<file path="src/rtl/aurora_watchdog_pkg.sv">
// Purpose: shared state encodings and counter widths for the Aurora link watchdog.
// Latency: n/a (types and constants only).
// Backpressure: n/a.
package aurora_watchdog_pkg;

  localparam int CNT_W   = 28;  // shared down-counter width, holds the largest cycle count
  localparam int RETRY_W = 4;   // consecutive failed attempt counter
  localparam int DROP_W  = 16;  // saturating link drop counter

  // state_o encodings; 6 and 7 are unused and recover to ST_INIT_PULSE
  typedef enum logic [2:0] {
    ST_INIT_PULSE = 3'd0,
    ST_HOLDOFF    = 3'd1,
    ST_WAIT_UP    = 3'd2,
    ST_UP         = 3'd3,
    ST_DEBOUNCE   = 3'd4,
    ST_FAIL       = 3'd5
  } wd_state_e;

endpackage

</file>
<file path="src/rtl/aurora_64b66b_0_cdc_sync2.sv">
// Purpose: parameterized-width 2-flop synchronizer for asynchronous level signals.
// Latency: 2 cycles from d to q.
// Backpressure: none; free-running sampler.
module aurora_64b66b_0_cdc_sync2 #(
  parameter int WIDTH = 1
) (
  input  logic             clk,
  input  logic             rst_n,
  input  logic [WIDTH-1:0] d,
  output logic [WIDTH-1:0] q
);

  logic [WIDTH-1:0] meta;

  // two back-to-back flops; the first may go metastable, the second settles it
  always_ff @(posedge clk or negedge rst_n) begin
    if (!rst_n) begin
      meta <= '0;
      q    <= '0;
    end else begin
      meta <= d;
      q    <= meta;
    end
  end

endmodule

</file>
<file path="src/rtl/aurora_64b66b_0_link_watchdog.sv">
// Purpose: supervises Aurora channel_up/lane_up, pulses PMA init + core reset and retries up to MAX_RETRIES.
// Latency: 2-cycle input sync, then 1 cycle to registered outputs (outputs decoded from next state).
// Backpressure: none; free-running. Build macro AURORA_WATCHDOG_STATS_EN exposes retry/drop counters.
module aurora_64b66b_0_link_watchdog #(
  parameter int unsigned DEBOUNCE_CYCLES   = 1024,
  parameter int unsigned UP_TIMEOUT_CYCLES = 50000000,
  parameter int unsigned PMA_PULSE_CYCLES  = 16777215,
  parameter int unsigned HOLDOFF_CYCLES    = 4096,
  parameter int unsigned MAX_RETRIES       = 8,
  parameter int          CNT_W             = aurora_watchdog_pkg::CNT_W
) (
  input  logic        INIT_CLK_i,
  input  logic        reset_n_i,
  input  logic        channel_up_i,
  input  logic        lane_up_i,
  input  logic        force_reinit_i,
  input  logic        clear_fail_i,
  output logic        pma_init_o,
  output logic        reset_pb_o,
  output logic        link_ok_o,
  output logic        link_failed_o,
  output logic [2:0]  state_o,
  output logic [3:0]  retry_cnt_o,
  output logic [15:0] drop_cnt_o
);

  import aurora_watchdog_pkg::*;

  logic [1:0]         up_sync;
  logic               ch_up;
  wd_state_e          state;
  wd_state_e          state_nxt;
  logic [CNT_W-1:0]   cnt;
  logic               expired;
  logic [RETRY_W-1:0] retry_cnt;
  logic [RETRY_W-1:0] retry_nxt;

  // Reload value for the shared counter on entry to state s. DEBOUNCE loads
  // two less because the first low cycle is already spent in UP, so the drop
  // is declared on exactly the DEBOUNCE_CYCLES-th consecutive low sample.
  function automatic logic [CNT_W-1:0] reload(input wd_state_e s);
    case (s)
      ST_INIT_PULSE: reload = CNT_W'(PMA_PULSE_CYCLES - 1);
      ST_HOLDOFF:    reload = CNT_W'(HOLDOFF_CYCLES - 1);
      ST_WAIT_UP:    reload = CNT_W'(UP_TIMEOUT_CYCLES - 1);
      ST_DEBOUNCE:   reload = CNT_W'(DEBOUNCE_CYCLES - 2);
      default:       reload = '0;
    endcase
  endfunction

  aurora_64b66b_0_cdc_sync2 #(.WIDTH(2)) u_sync (
    .clk   (INIT_CLK_i),
    .rst_n (reset_n_i),
    .d     ({channel_up_i, lane_up_i}),
    .q     (up_sync)
  );

  assign ch_up   = &up_sync;
  assign expired = (cnt == '0);
  assign state_o = state;

  // Next-state and retry bookkeeping; force_reinit takes priority over any expiry.
  always_comb begin
    state_nxt = state;
    retry_nxt = retry_cnt;
    case (state)
      ST_INIT_PULSE: begin
        if (expired) state_nxt = ST_HOLDOFF;
      end
      ST_HOLDOFF: begin
        if (force_reinit_i)  state_nxt = ST_INIT_PULSE;
        else if (expired)    state_nxt = ST_WAIT_UP;
      end
      ST_WAIT_UP: begin
        if (force_reinit_i) begin
          state_nxt = ST_INIT_PULSE;
        end else if (ch_up) begin
          state_nxt = ST_UP;
          retry_nxt = '0;
        end else if (expired) begin
          retry_nxt = retry_cnt + 1'b1;
          state_nxt = (retry_nxt == RETRY_W'(MAX_RETRIES)) ? ST_FAIL : ST_INIT_PULSE;
        end
      end
      ST_UP: begin
        if (force_reinit_i)  state_nxt = ST_INIT_PULSE;
        else if (!ch_up)     state_nxt = ST_DEBOUNCE;
      end
      ST_DEBOUNCE: begin
        if (force_reinit_i)  state_nxt = ST_INIT_PULSE;
        else if (ch_up)      state_nxt = ST_UP;
        else if (expired)    state_nxt = ST_INIT_PULSE;
      end
      ST_FAIL: begin
        if (clear_fail_i || force_reinit_i) begin
          state_nxt = ST_INIT_PULSE;
          retry_nxt = '0;
        end
      end
      default: state_nxt = ST_INIT_PULSE;
    endcase
  end

  // State, counter and outputs; outputs decode state_nxt so they move with the state.
  always_ff @(posedge INIT_CLK_i or negedge reset_n_i) begin
    if (!reset_n_i) begin
      state         <= ST_INIT_PULSE;
      cnt           <= CNT_W'(PMA_PULSE_CYCLES - 1);
      retry_cnt     <= '0;
      pma_init_o    <= 1'b1;
      reset_pb_o    <= 1'b1;
      link_ok_o     <= 1'b0;
      link_failed_o <= 1'b0;
    end else begin
      state     <= state_nxt;
      retry_cnt <= retry_nxt;
      if (state_nxt != state) cnt <= reload(state_nxt);
      else if (!expired)      cnt <= cnt - 1'b1;
      pma_init_o    <= (state_nxt == ST_INIT_PULSE);
      reset_pb_o    <= (state_nxt == ST_INIT_PULSE) || (state_nxt == ST_HOLDOFF) ||
                       (state_nxt == ST_FAIL);
      link_ok_o     <= (state_nxt == ST_UP) || (state_nxt == ST_DEBOUNCE);
      link_failed_o <= (state_nxt == ST_FAIL);
    end
  end

`ifdef AURORA_WATCHDOG_STATS_EN
  logic [DROP_W-1:0] drop_cnt;
  logic              drop_event;

  assign drop_event  = (state == ST_DEBOUNCE) && !force_reinit_i && !ch_up && expired;
  assign drop_cnt_o  = drop_cnt;
  assign retry_cnt_o = retry_cnt;

  // Saturating count of debounced link drops.
  always_ff @(posedge INIT_CLK_i or negedge reset_n_i) begin
    if (!reset_n_i) begin
      drop_cnt <= '0;
    end else if (drop_event && (drop_cnt != '1)) begin
      drop_cnt <= drop_cnt + 1'b1;
    end
  end
`else
  assign drop_cnt_o  = '0;
  assign retry_cnt_o = '0;
`endif

endmodule
</file>
<file path="config.mk">
export PLATFORM = sky130hd
export DESIGN_NAME = aurora_64b66b_0_link_watchdog
export DESIGN_NICKNAME = d
export VERILOG_FILES = /design/src/rtl/aurora_watchdog_pkg.sv /design/src/rtl/aurora_64b66b_0_cdc_sync2.sv /design/src/rtl/aurora_64b66b_0_link_watchdog.sv
export SDC_FILE = /design/constraint.sdc
export NUM_CORES = 1
export LEC_CHECK = 0
export ABC_CLOCK_PERIOD_IN_PS = 3000
export BUFFER_PORTS_ARGS = -buffer_cell sky130_fd_sc_hd__buf_2
export CORE_UTILIZATION = 30
export DETAILED_ROUTE_END_ITERATION = 8
export PLACE_DENSITY = 0.56
export SETUP_SLACK_MARGIN = 0.05
export SLEW_MARGIN = 20
export SYNTH_ARGS = -nofsm -noshare
export SYNTH_HDL_FRONTEND = slang
export SYNTH_SLANG_ARGS = --single-unit
</file>
<file path="constraint.sdc">
create_clock -name INIT_CLK_i -period 3 [get_ports INIT_CLK_i]
set_input_delay 0.15 -clock INIT_CLK_i [delete_from_list [all_inputs] [get_ports INIT_CLK_i]]
set_output_delay 0.15 -clock INIT_CLK_i [all_outputs]
set_load 0.01 [all_outputs]
</file>
## Word-level counts from Yosys, hierarchy flattened

Cells that the tools add are included.

- Add/sub/neg operators: 2
- Equal/unequal tests: 16
- Muxes and demuxes: 22
- Reduce and logical (&&, ||, !) cells: 10

Operator list:

| operator | count |
|---|---|
| 26-bit case mux with 4 select lines | 1 |
| 28-bit 2-to-1 mux | 2 |
| 3-bit 2-to-1 mux | 13 |
| 28-bit logical NOT | 1 |
| 28-bit by 1-bit subtractor with 28-bit output, second input constant | 1 |
| 3-bit case mux with 6 select lines | 1 |
| 4-bit 2-to-1 mux | 4 |
| 3-bit by 2-bit equality test with 1-bit output, second input constant | 4 |
| 3-bit equality test, second input constant | 4 |
| 4-bit case mux with 2 select lines | 1 |
| 3-bit by 1-bit equality test with 1-bit output, second input constant | 2 |
| 3-bit logical NOT | 2 |
| 4-bit by 1-bit adder with 4-bit output, second input constant | 1 |
| 4-bit equality test, second input constant | 1 |
| 1-bit logical OR | 4 |
| 2-bit != test, second input constant | 2 |
| 4-bit AND reduction | 1 |
| 3-bit != test | 1 |
| 3-bit != test, second input constant | 1 |
| 2-bit by 1-bit != test with 1-bit output, second input constant | 1 |
| 2-bit AND reduction | 1 |
| 2-bit nonzero test | 1 |

- Register bits after elaboration: 43
- Word-level logic and storage cells: 59
- Bits of input ports: 6
- Output and inout port bits: 27

## Longest topological paths before layout

Gate-level depths: netlist (run 1).

- Word-level depth: 10
- Gate-level depth with buffers: 12
- Mapped depth without buffers: 10

## Cells and area by module

A second synthesis (run 1) with hierarchy kept.

- Cell total of the unflattened synthesis: 288
- Area total of the unflattened synthesis: 2605.0 um^2

By module, submodules not included:

| module | times used | cells an instance | area each (um^2) | sequential area each (um^2) |
|---|---|---|---|---|
| aurora_64b66b_0_link_watchdog | 1 | 284 | 2504.9 | 1007.2 |
| aurora_64b66b_0_cdc_sync2 | 1 | 4 | 100.1 | 100.1 |

## Worst setup path after synthesis (run 1)

Ideal clock, no wire load.

- Path kind: reg2reg
- From: register cnt[13]
- To: register cnt[23]
- Library setup time: 0.072 ns
- Data required time: 2.928 ns
- Cell stages (with the launch flop): 12
- Arrival: 3.138 ns
- Clock period less this slack: 3.210 ns
- Buffers on the path: 3
- Path slack: -0.210 ns
- Path through: dfstp_2 > or4_1 > or3_1 > buf_2 > or4_1 > buf_4 > a2111oi_4 > a211oi_1 > or3_1 > nand2b_4 > buf_6 > o21ai_1

- Word-level cells in the longest chain between the ends: 8
- Elaborated cells between the ends (all ways): 21
- Those cells by class: add/sub: 1; eq/ne: 5; mux: 13; reduce/logical: 2

Ends and longest elaborated chain:

| what | RTL line | source |
|---|---|---|
| from (decl) | aurora_64b66b_0_link_watchdog.sv:33 | `logic [CNT_W-1:0] cnt;` |
| from (signal assigned) | aurora_64b66b_0_link_watchdog.sv:108 | `cnt <= CNT_W'(PMA_PULSE_CYCLES - 1);` |
| from (signal assigned) | aurora_64b66b_0_link_watchdog.sv:117 | `if (state_nxt != state) cnt <= reload(state_nxt);` |
| from (signal assigned) | aurora_64b66b_0_link_watchdog.sv:118 | `else if (!expired) cnt <= cnt - 1'b1;` |
| 28-bit logical NOT | aurora_64b66b_0_link_watchdog.sv:59 | `assign expired = (cnt == '0);` |
| 3-bit 2-to-1 mux (on tied branches) | aurora_64b66b_0_link_watchdog.sv:92, aurora_64b66b_0_link_watchdog.sv:80 |  |
| 3-bit 2-to-1 mux (on tied branches) | aurora_64b66b_0_link_watchdog.sv:91, aurora_64b66b_0_link_watchdog.sv:77 |  |
| 3-bit 2-to-1 mux (on tied branches) | aurora_64b66b_0_link_watchdog.sv:90, aurora_64b66b_0_link_watchdog.sv:75 |  |
| 3-bit case mux with 6 select lines | aurora_64b66b_0_link_watchdog.sv:66 | `case (state)` |
| 3-bit equality test (tied with other cells) | aurora_64b66b_0_link_watchdog.sv:42 | `case (s)` |
| 26-bit case mux with 4 select lines | aurora_64b66b_0_link_watchdog.sv:42 |  |
| 28-bit 2-to-1 mux | aurora_64b66b_0_link_watchdog.sv:117 |  |

Parallel ways exist; a longest one is shown, timed or not. The select of a mux whose other input is x is not followed.
A chain may end at the register's enable or synchronous reset.

## Worst setup path after layout (run 1)

- From: register cnt[19]
- To: register cnt[4]

- Word-level cells in the longest chain between the ends: 8
- Elaborated cells between the ends (all ways): 19
- Those cells by class: eq/ne: 5; mux: 12; reduce/logical: 2

Ends and longest elaborated chain:

| what | RTL line |
|---|---|
| 28-bit logical NOT (*) | aurora_64b66b_0_link_watchdog.sv:59 |
| 3-bit 2-to-1 mux (on tied branches) | aurora_64b66b_0_link_watchdog.sv:92, aurora_64b66b_0_link_watchdog.sv:80 |
| 3-bit 2-to-1 mux (on tied branches) | aurora_64b66b_0_link_watchdog.sv:91, aurora_64b66b_0_link_watchdog.sv:77 |
| 3-bit 2-to-1 mux (on tied branches) | aurora_64b66b_0_link_watchdog.sv:90, aurora_64b66b_0_link_watchdog.sv:75 |
| 3-bit case mux with 6 select lines | aurora_64b66b_0_link_watchdog.sv:66 |
| 3-bit equality test (tied with other cells) | aurora_64b66b_0_link_watchdog.sv:42 |
| 26-bit case mux with 4 select lines | aurora_64b66b_0_link_watchdog.sv:42 |
| 28-bit 2-to-1 mux | aurora_64b66b_0_link_watchdog.sv:117 |

Mark *: on every way between the ends. The rest lies on a longest branch, timed or not.

==> Implementation_results.wiki, run 1 <==
{| class="wikitable"
! Metric !! Value
|-
| Effective utilization at floorplan || a little under a third
|-
| Design Area, Final || between 0.003 and 0.004 mm2
|-
| Clock tree from TritonCTS || yes
|-
| Setup TNS || 0 ns
|-
| Overall power of the completed layout || approximately 1.8 mW
|-
| Die area || approximately 0.0089 mm2
|-
| RSZ-0062 raised after global routing || yes
|-
| Number of buffers added on ports || 12
|-
| Timing-limited maximum frequency || 0.344 GHz
|-
| Final layout net count || 311
|-
| Outcome || finished, violations left
|-
| Cell family with most CP delay || simple AND/OR/NAND/NOR gates
|-
| Antenna diode instance count || 0
|-
| Clock slew at the register clock pins of the worst setup and hold paths || approximately 0.09 ns
|-
| Power density normalized to cell area || 585 mW/mm2
|-
| Leakage || between 1 and 1.5 nW
|-
| Seq. cell area || around 0.0011 mm2
|-
| Share of synthesized area spent on multiplexers || 1.66%
|-
| Avg Inst Size Synth || between 9 and 10 um2
|-
| Failing checks || hold timing
|-
| Number of instances in the synthesized netlist || 266
|-
| Filler Cells Inserted || 839
|-
| Library cell used as clock root buffer || sky130_fd_sc_hd__clkbuf_8
|-
| Max-slew headroom at the worst pin || 37.4%
|-
| Area grow syn2layout || 20.1%
|-
| Cell count of the worst reg-to-reg path || 8
|-
| ANT nets after route || 0
|-
| EDFF count, synth || 0
|-
| End-of-flow core utilization || ~37%
|-
| Worst hold slack after final layout || -0.0107 ns
|-
| Worst setup skew after layout || roughly 0.0093 ns
|-
| Final RePlAce weighted congestion || roughly 0.87
|-
| Aggregate global routing overflow || 0
|-
| Layout cell share with drive strength beyond 1 || a little over a third
|-
| Launch instance of the worst register-to-register path || cnt[19]$_DFFE_PN1P_
|-
| 1st-iter DRT viols || ~110
|-
| Pre-Repair DR Iteration Count || 4
|-
| Minimum period implied by the final worst setup slack || roughly 2.9 ns
|-
| Sequential fraction of the synthesis area || between 40% and 50%
|-
| R2r endpoint || cnt[4]$_DFFE_PN1P_
|-
| Worst slack at placement || -0.0382 ns
|-
| Vias || approximately 2000
|-
| Post-synth top flop || sky130_fd_sc_hd__dfstp_2
|-
| Worst reg-to-reg setup slack || approximately 0.089 ns
|-
| Total wire length || between 5 and 6 mm
|-
| Total standard cell area after synthesis || 0.00257 mm2
|-
| List of cells traversed by the critical path || or4_4, or3_4, or4_4, a2111oi_4, a211oi_1, or3_4, nand2b_4, o21ai_1
|-
| # rows || 33
|-
| Async set-or-reset flop fraction in the synthesized netlist || 100%
|-
| Post-synthesis share of cell area spent on and, or, nand and nor gates || between 20% and 30%
|-
| Multi-input gate area in the final layout || 0.00147 mm2
|-
| Wire length of the first global-routing pass || approximately 9 mm
|-
| Number of distinct library cells after synthesis || 53
|-
| Initial antenna violation count || 0
|-
| Cell area reported after detailed placement || approximately 0.0028 mm2
|-
| Worst VDD drop || ~0.00021 V
|-
| Largest stage delay on the critical path || 0.53 ns
|-
| Slew @ Worst Pin || ~0.94 ns
|-
| Insertion delay of the later-clocked pin in the worst-skew pair || around 0.30 ns
|-
| Number of cells in the design after placement || a little under 400
|-
| Width of the chip || between 90 and 100 um
|-
| Avg Vias per Cell || 4.83
|-
| Count of unresolved DRC violations after routing || 0
|-
| Buffer depth of the longest clock path || 2
|-
| Worst setup SP type || flop
|-
| Placed wire-length estimate after detailed placement || ~3.6 mm
|-
| Total buffers and inverters traversed by the critical path || 0
|-
| Number of top-level design ports || 33
|-
| Global Route Usage Sum || a little over an eighth
|-
| XOR/XNOR Fraction of Synth Area || between 9 and 10%
|-
| Main combinational cell family by area after synthesis || simple AND/OR/NAND/NOR gates
|-
| CTS HTree Levels || 2
|-
| Crit path capture type || flop
|-
| Vertical extent of the die || around 95 um
|-
| Final critical-path share of the clock period || 97.0%
|-
| Total CTS buffers || 5
|-
| Crit path kind || flop to flop
|-
| Crit path required time || around 3.2 ns
|-
| Path class of the lowest-slack min-delay path || primary input to asynchronous set/reset pin
|-
| Synthesized-area fraction occupied by adder cells || less than 1%
|-
| Max-cap violations || 0
|-
| Number of storage elements in the synthesis netlist || between 40 and 50
|-
| Maximum number of pins on one net before global-route repair || 44
|-
| Routed wirelength normalized by instance count || ~13 um
|-
| Signal arrival time at the worst endpoint || about 3.1 ns
|-
| Yosys warning total || 0
|-
| Number of clock sinks || 43
|-
| Core Region || 0.00826 mm2
|-
| Hold Fails Final Rpt || 7
|-
| Fraction of the mapped netlist area in compound gates || between 10% and 20%
|-
| Vias in the first global route || between 1500 and 2000
|-
| Final setup violation count || 0
|-
| Count of pins over their slew limit || 0
|-
| Biggest fanout along the worst timing path || 6
|-
| Setup ws final || 0.0890 ns
|-
| Post-Layout Cell Count || 409
|-
| Critical-path cell with the highest stage delay || sky130_fd_sc_hd__or4_4
|}
state kept, by name, indices dropped and copies added (netlist names):
name and flops:
link_ok_o 1, pma_init_o 1, u_sync.q 2, state_o 3, link_failed_o 1, reset_pb_o 1, cnt 28, u_sync.meta 2
retry_cnt 4
what timing repair did:
item,in CTS,in global routing
setup endpoints to repair,24,31
pin swaps,1,5
hold buffers,2,0
buffers inserted,1,3
gates cloned,1,2
hold endpoints to repair,2,0
resized for setup,4,21
routing by layer:
metal	part of all wire [%]	track usage, %
met1	47	16.6
met2	49	22.2
met3	3.3	2.90
met4	0.92	4.17
met5	0	0
cell usage after synthesis, drive strengths merged (2+ instances only):
library cell  count  area [um2]
nand3             4        20.0
nor2             22        82.6
mux2i             2        20.0
xor2             10        87.6
buf              26         195
a21oi             6        30.0
dfrtp            18         450
nand2b            4        35.0
mux2              2        22.5
nor3             13        65.1
a31oi             2        12.5
o21ai            26         145
clkbuf            4        15.0
and2              2        12.5
nand2            21        86.3
or3               8        50.1
dfstp            25         657
xnor2            17         149
nand3b            2        15.0
nor4              8        56.3
nand4b            2        17.5
or4               4        30.0
nor2b             4        25.0
o2bb2ai           2        17.5
o22ai             8        68.8
ha                2        25.0
or2               2        12.5
inv               4        15.0
kinds of logic (layout without fill, tap and decap cells):
| group | count (synthesis) | count (layout) |
|---|---|---|
| buf+inv | 34 | 50 |
| xor+xnor | 27 | 27 |
| fa+ha+maj | 2 | 2 |
| other cells | 1 | 20 |
| compound gates | 55 | 55 |
| flops | 43 | 43 |
| simple gates | 100 | 103 |
| mux | 4 | 4 |
area by class of cell:
cell class,instances,share of cell area [%]
Clock buffer,5,2.23
Clock inverter,3,0.730
Inverter,4,0.487
Multi-Input combinational cell,211,47.6
Sequential cell,43,35.9
Tap cell,105,4.26
Timing Repair Buffer,38,8.80
power by group:
part           switching, mW  internal (mW)
clock network          0.212          0.167
logic                  0.208          0.240
registers              0.141          0.838
total                  0.561           1.24
worst max path at each step:
stage | startpoint | endpoint | slack [ns] | depth (start not counted)
finish | cnt[19]$_DFFE_PN1P_ | cnt[4]$_DFFE_PN1P_ | 0.09 | 8
global route | cnt[19]$_DFFE_PN1P_ | cnt[4]$_DFFE_PN1P_ | 0.004 | 8
CTS | cnt[19]$_DFFE_PN1P_ | cnt[18]$_DFFE_PN1P_ | 0.02 | 9
global placement | cnt[19]$_DFFE_PN1P_ | cnt[11]$_DFFE_PN1P_ | 0.03 | 8
floorplan | cnt[19]$_DFFE_PN1P_ | cnt[25]$_DFFE_PN0P_ | -0.07 | 11
detailed placement | cnt[19]$_DFFE_PN1P_ | cnt[4]$_DFFE_PN1P_ | -0.04 | 8
layout by cell type (no fill, tap or decap), drive strengths merged, types with 4 or more instances in the layout:
cell type / count
buf: 36
o21ai: 26
dfstp: 25
nor2: 22
nand2: 21
conb: 20
dfrtp: 18
xnor2: 17
nor3: 13
xor2: 10
or3: 8
nor4: 8
o22ai: 8
nand2b: 7
a21oi: 6
inv: 6
clkbuf: 5
nor2b: 4
nand3: 4
or4: 4
Power figures use the tool's default switching activity.
==> inputs of run 2 (changes only) <==
--- a/config.mk
+++ b/config.mk
@@ -5,11 +5,12 @@
 export SDC_FILE = /design/constraint.sdc
 export NUM_CORES = 1
 export LEC_CHECK = 0
-export ABC_CLOCK_PERIOD_IN_PS = 3000
+export ABC_AREA = 0
+export ABC_CLOCK_PERIOD_IN_PS = 3100
 export BUFFER_PORTS_ARGS = -buffer_cell sky130_fd_sc_hd__buf_2
 export CORE_UTILIZATION = 30
 export DETAILED_ROUTE_END_ITERATION = 8
-export PLACE_DENSITY = 0.56
+export PLACE_DENSITY = 0.54
 export SETUP_SLACK_MARGIN = 0.05
 export SLEW_MARGIN = 20
 export SYNTH_ARGS = -nofsm -noshare
==> constraint.sdc (replaced) <==
create_clock -name INIT_CLK_i -period 3.1 [get_ports INIT_CLK_i]
set_input_delay 0.155 -clock INIT_CLK_i [delete_from_list [all_inputs] [get_ports INIT_CLK_i]]
set_output_delay 0.155 -clock INIT_CLK_i [all_outputs]
set_load 0.01 [all_outputs]
==> run 2 against run 1 <==
  * The run still ends with hold timing left
  * Routed wire length down 2.0%
  * Critical endpoint is now cnt[1]$_DFFE_PN1P_
  * Design area down 1.9%
  * Via count down 1.8%
  * Combinational power down 9.4%
  * Die area unchanged
==> Implementation_results.wiki, run 2 (synthesis gave the netlist of run 1 again) <==
{| class="wikitable"
! Metric !! Value
|-
| Outcome || finished, violations left
|-
| Failing checks || hold timing
|-
| Worst hold slack after final layout || -0.00427 ns (+0.00644 ns)
|-
| Wire length of the first global-routing pass || 8.56 mm (-6.4%)
|-
| 1st-iter DRT viols || 125 (+15%)
|-
| Clock slew at the register clock pins of the worst setup and hold paths || 0.08 ns (about the same)
|-
| Clock tree from TritonCTS || yes
|-
| Antenna diode instance count || 0 (unchanged)
|-
| Setup ws final || 0.141 ns (+0.0524 ns)
|-
| Overall power of the completed layout || 1.71 mW (-5.5%)
|-
| Timing-limited maximum frequency || 0.338 GHz (-1.6%)
|-
| Crit path capture type || flop
|-
| Power density normalized to cell area || 563 mW/mm2 (-3.7%)
|-
| Worst setup skew after layout || 0.00835 ns (-0.000951 ns)
|-
| Worst setup SP type || flop
|-
| Most frequent standard cell in the layout excluding fill and tap cells || sky130_fd_sc_hd__dfstp_2
|-
| Final RePlAce weighted congestion || 0.869 (-0.10%)
|-
| Global Route Usage Sum || 12.1% (-1.0 points)
|-
| Pre-Repair DR Iteration Count || 4 (unchanged)
|-
| Maximum number of pins on one net before global-route repair || 44 (unchanged)
|-
| Filler Cells Inserted || 850 (+1.3%)
|-
| Routed wirelength normalized by instance count || 13.3 um (about the same)
|-
| Total CTS buffers || 5 (unchanged)
|-
| Max-slew headroom at the worst pin || 38.6% (+1.2 points)
|-
| Register ranked first by flip-flop count || cnt
|-
| Insertion delay of the later-clocked pin in the worst-skew pair || 0.29 ns (about the same)
|-
| Worst VDD drop || 0.000199 V (-5.4%)
|-
| Final setup violation count || 0 (unchanged)
|-
| Crit path kind || flop to flop
|-
| Placed wire-length estimate after detailed placement || 3.59 mm (+0.18%)
|-
| ANT nets after route || 0 (unchanged)
|-
| Hold Fails Final Rpt || 1 (-6)
|-
| Die area || 0.00894 mm2 (unchanged)
|-
| Final critical-path share of the clock period || 95.4% (-1.6 points)
|-
| Most used cells in the layout excluding fill and tap cells || sky130_fd_sc_hd__dfstp_2 (25), sky130_fd_sc_hd__nor2_1 (21), sky130_fd_sc_hd__nand2_1 (20), sky130_fd_sc_hd__conb_1 (20), sky130_fd_sc_hd__dfrtp_1 (18)
|-
| Setup TNS || 0 ns (unchanged)
|-
| Vias in the first global route || 1806 (-8.3%)
|-
| Seq. cell area || 0.00111 mm2 (unchanged)
|-
| Total wire length || 5.34 mm (-2.0%)
|-
| RSZ-0062 raised after global routing || no
|-
| Max-cap violations || 0 (unchanged)
|-
| Path class of the lowest-slack min-delay path || primary input to asynchronous set/reset pin
|-
| Initial antenna violation count || 0 (unchanged)
|-
| Number of buffers added on ports || 12 (unchanged)
|-
| Vias || 1939 (-1.8%)
|-
| Slew @ Worst Pin || 0.921 ns (-0.0178 ns)
|-
| Effective utilization at floorplan || 31.1% (unchanged)
|-
| Worst slack at placement || 0.0613 ns (+0.0995 ns)
|-
| Layout cell share with drive strength beyond 1 || 32.8% (-2.8 points)
|-
| Avg Vias per Cell || 4.84 (+0.14%)
|-
| Width of the chip || 94.6 um (unchanged)
|-
| Minimum period implied by the final worst setup slack || 2.96 ns (+0.0476 ns)
|-
| # rows || 33 (unchanged)
|-
| Biggest fanout along the worst timing path || 10 (+4)
|-
| Multi-input gate area in the final layout || 0.00146 mm2 (-0.34%)
|-
| Aggregate global routing overflow || 0 (unchanged)
|-
| Count of pins over their slew limit || 0 (unchanged)
|-
| Signal arrival time at the worst endpoint || 3.18 ns (+0.04 ns)
|-
| Library cell used as clock root buffer || sky130_fd_sc_hd__clkbuf_8
|-
| Vertical extent of the die || 94.6 um (unchanged)
|-
| Core Region || 0.00826 mm2 (unchanged)
|-
| Crit path required time || 3.32 ns (+0.09 ns)
|-
| Leakage || 1.15 nW (-2.8%)
|-
| Final layout net count || 303 (-2.6%)
|-
| Max FFs per register || 28 (unchanged)
|-
| Number of clock sinks || 43 (unchanged)
|-
| Buffer depth of the longest clock path || 2 (unchanged)
|-
| Area grow syn2layout || 17.8%
|-
| Count of unresolved DRC violations after routing || 0 (unchanged)
|-
| CTS HTree Levels || 2 (unchanged)
|-
| Number of top-level design ports || 33 (unchanged)
|}
[run 2: cell count changes in the layout (fill, tap and decap cells not counted), sizes merged]
cell    change
buf         -8
clkbuf      +1
clkinv      +1
inv         -2
[run 2: final cells by class]
class	instances	share of cell area, %
Inverter	4	0.496
Sequential cell	43	36.6
Timing Repair Buffer	30	7.44
Clock inverter	2	0.413
Tap cell	105	4.34
Multi-Input combinational cell	211	48.3
Clock buffer	6	2.40
[run 2: metal layers]
layer  share of wire [%]  routed length, um  track usage [%]  up-vias
li1                    -                  -                -      962
met4                 1.8                 98             5.18        0
met5                   0                  0                0        -
met1                  50               2650             16.3      936
met2                  46               2460             19.0       34
met3                 2.3                123             2.09        7
[run 2: where the power goes]
| group | leakage, nW | internal (mW) | switching (mW) |
|---|---|---|---|
| Clock | 0.0412 | 0.158 | 0.187 |
| Sequential | 0.492 | 0.812 | 0.144 |
| Combinational | 0.619 | 0.223 | 0.182 |
| Total | 1.15 | 1.19 | 0.513 |
[run 2: repair_timing]
action                                  in CTS  in global routing
hold buffers                                 2                  0
resized for setup                            0                 26
hold endpoints to repair                     2                  0
endpoints found under the setup margin       0                 26
setup buffers                                0                  2
[run 2: critical path, cell delays in order, from the launching register on]
cell	delay [ns]
sky130_fd_sc_hd__dfstp_2	0.38
sky130_fd_sc_hd__or4_4	0.53
sky130_fd_sc_hd__or3_4	0.34
sky130_fd_sc_hd__or4_4	0.53
sky130_fd_sc_hd__a2111oi_4	0.21
sky130_fd_sc_hd__a211oi_1	0.09
sky130_fd_sc_hd__or3_4	0.43
sky130_fd_sc_hd__buf_12	0.17
sky130_fd_sc_hd__o22a_1	0.20
[run 2: worst paths after layout]
check / start / to / slack, ns / depth (start not counted)
max in group asynchronous: reset_n_i / state_o[2]$_DFF_PN0_ / 2.53 / 1
min in group INIT_CLK_i: u_sync.meta[1]$_DFF_PN0_ / u_sync.q[1]$_DFF_PN0_ / 0.35 / 0
worst min register to register: u_sync.meta[1]$_DFF_PN0_ / u_sync.q[1]$_DFF_PN0_ / 0.35 / 0
worst max-delay path: cnt[16]$_DFFE_PN1P_ / cnt[1]$_DFFE_PN1P_ / 0.14 / 8
worst min-delay path: reset_n_i / link_failed_o$_DFF_PN0_ / -0.004 / 1
worst max register to register: cnt[16]$_DFFE_PN1P_ / cnt[1]$_DFFE_PN1P_ / 0.14 / 8
[run 2: through the flow]
step	instances	instance area [um2]	utilization, %	hold WS [ns]
after global placement	386	2750	33.3	0.267
after CTS	396	2850	34.6	0.0340
after global routing	401	3030	36.7	0.0694
after floorplan	285	2680	-	-0.141
final	401	3030	36.7	-0.00427
after detailed placement	386	2750	33.3	0.266
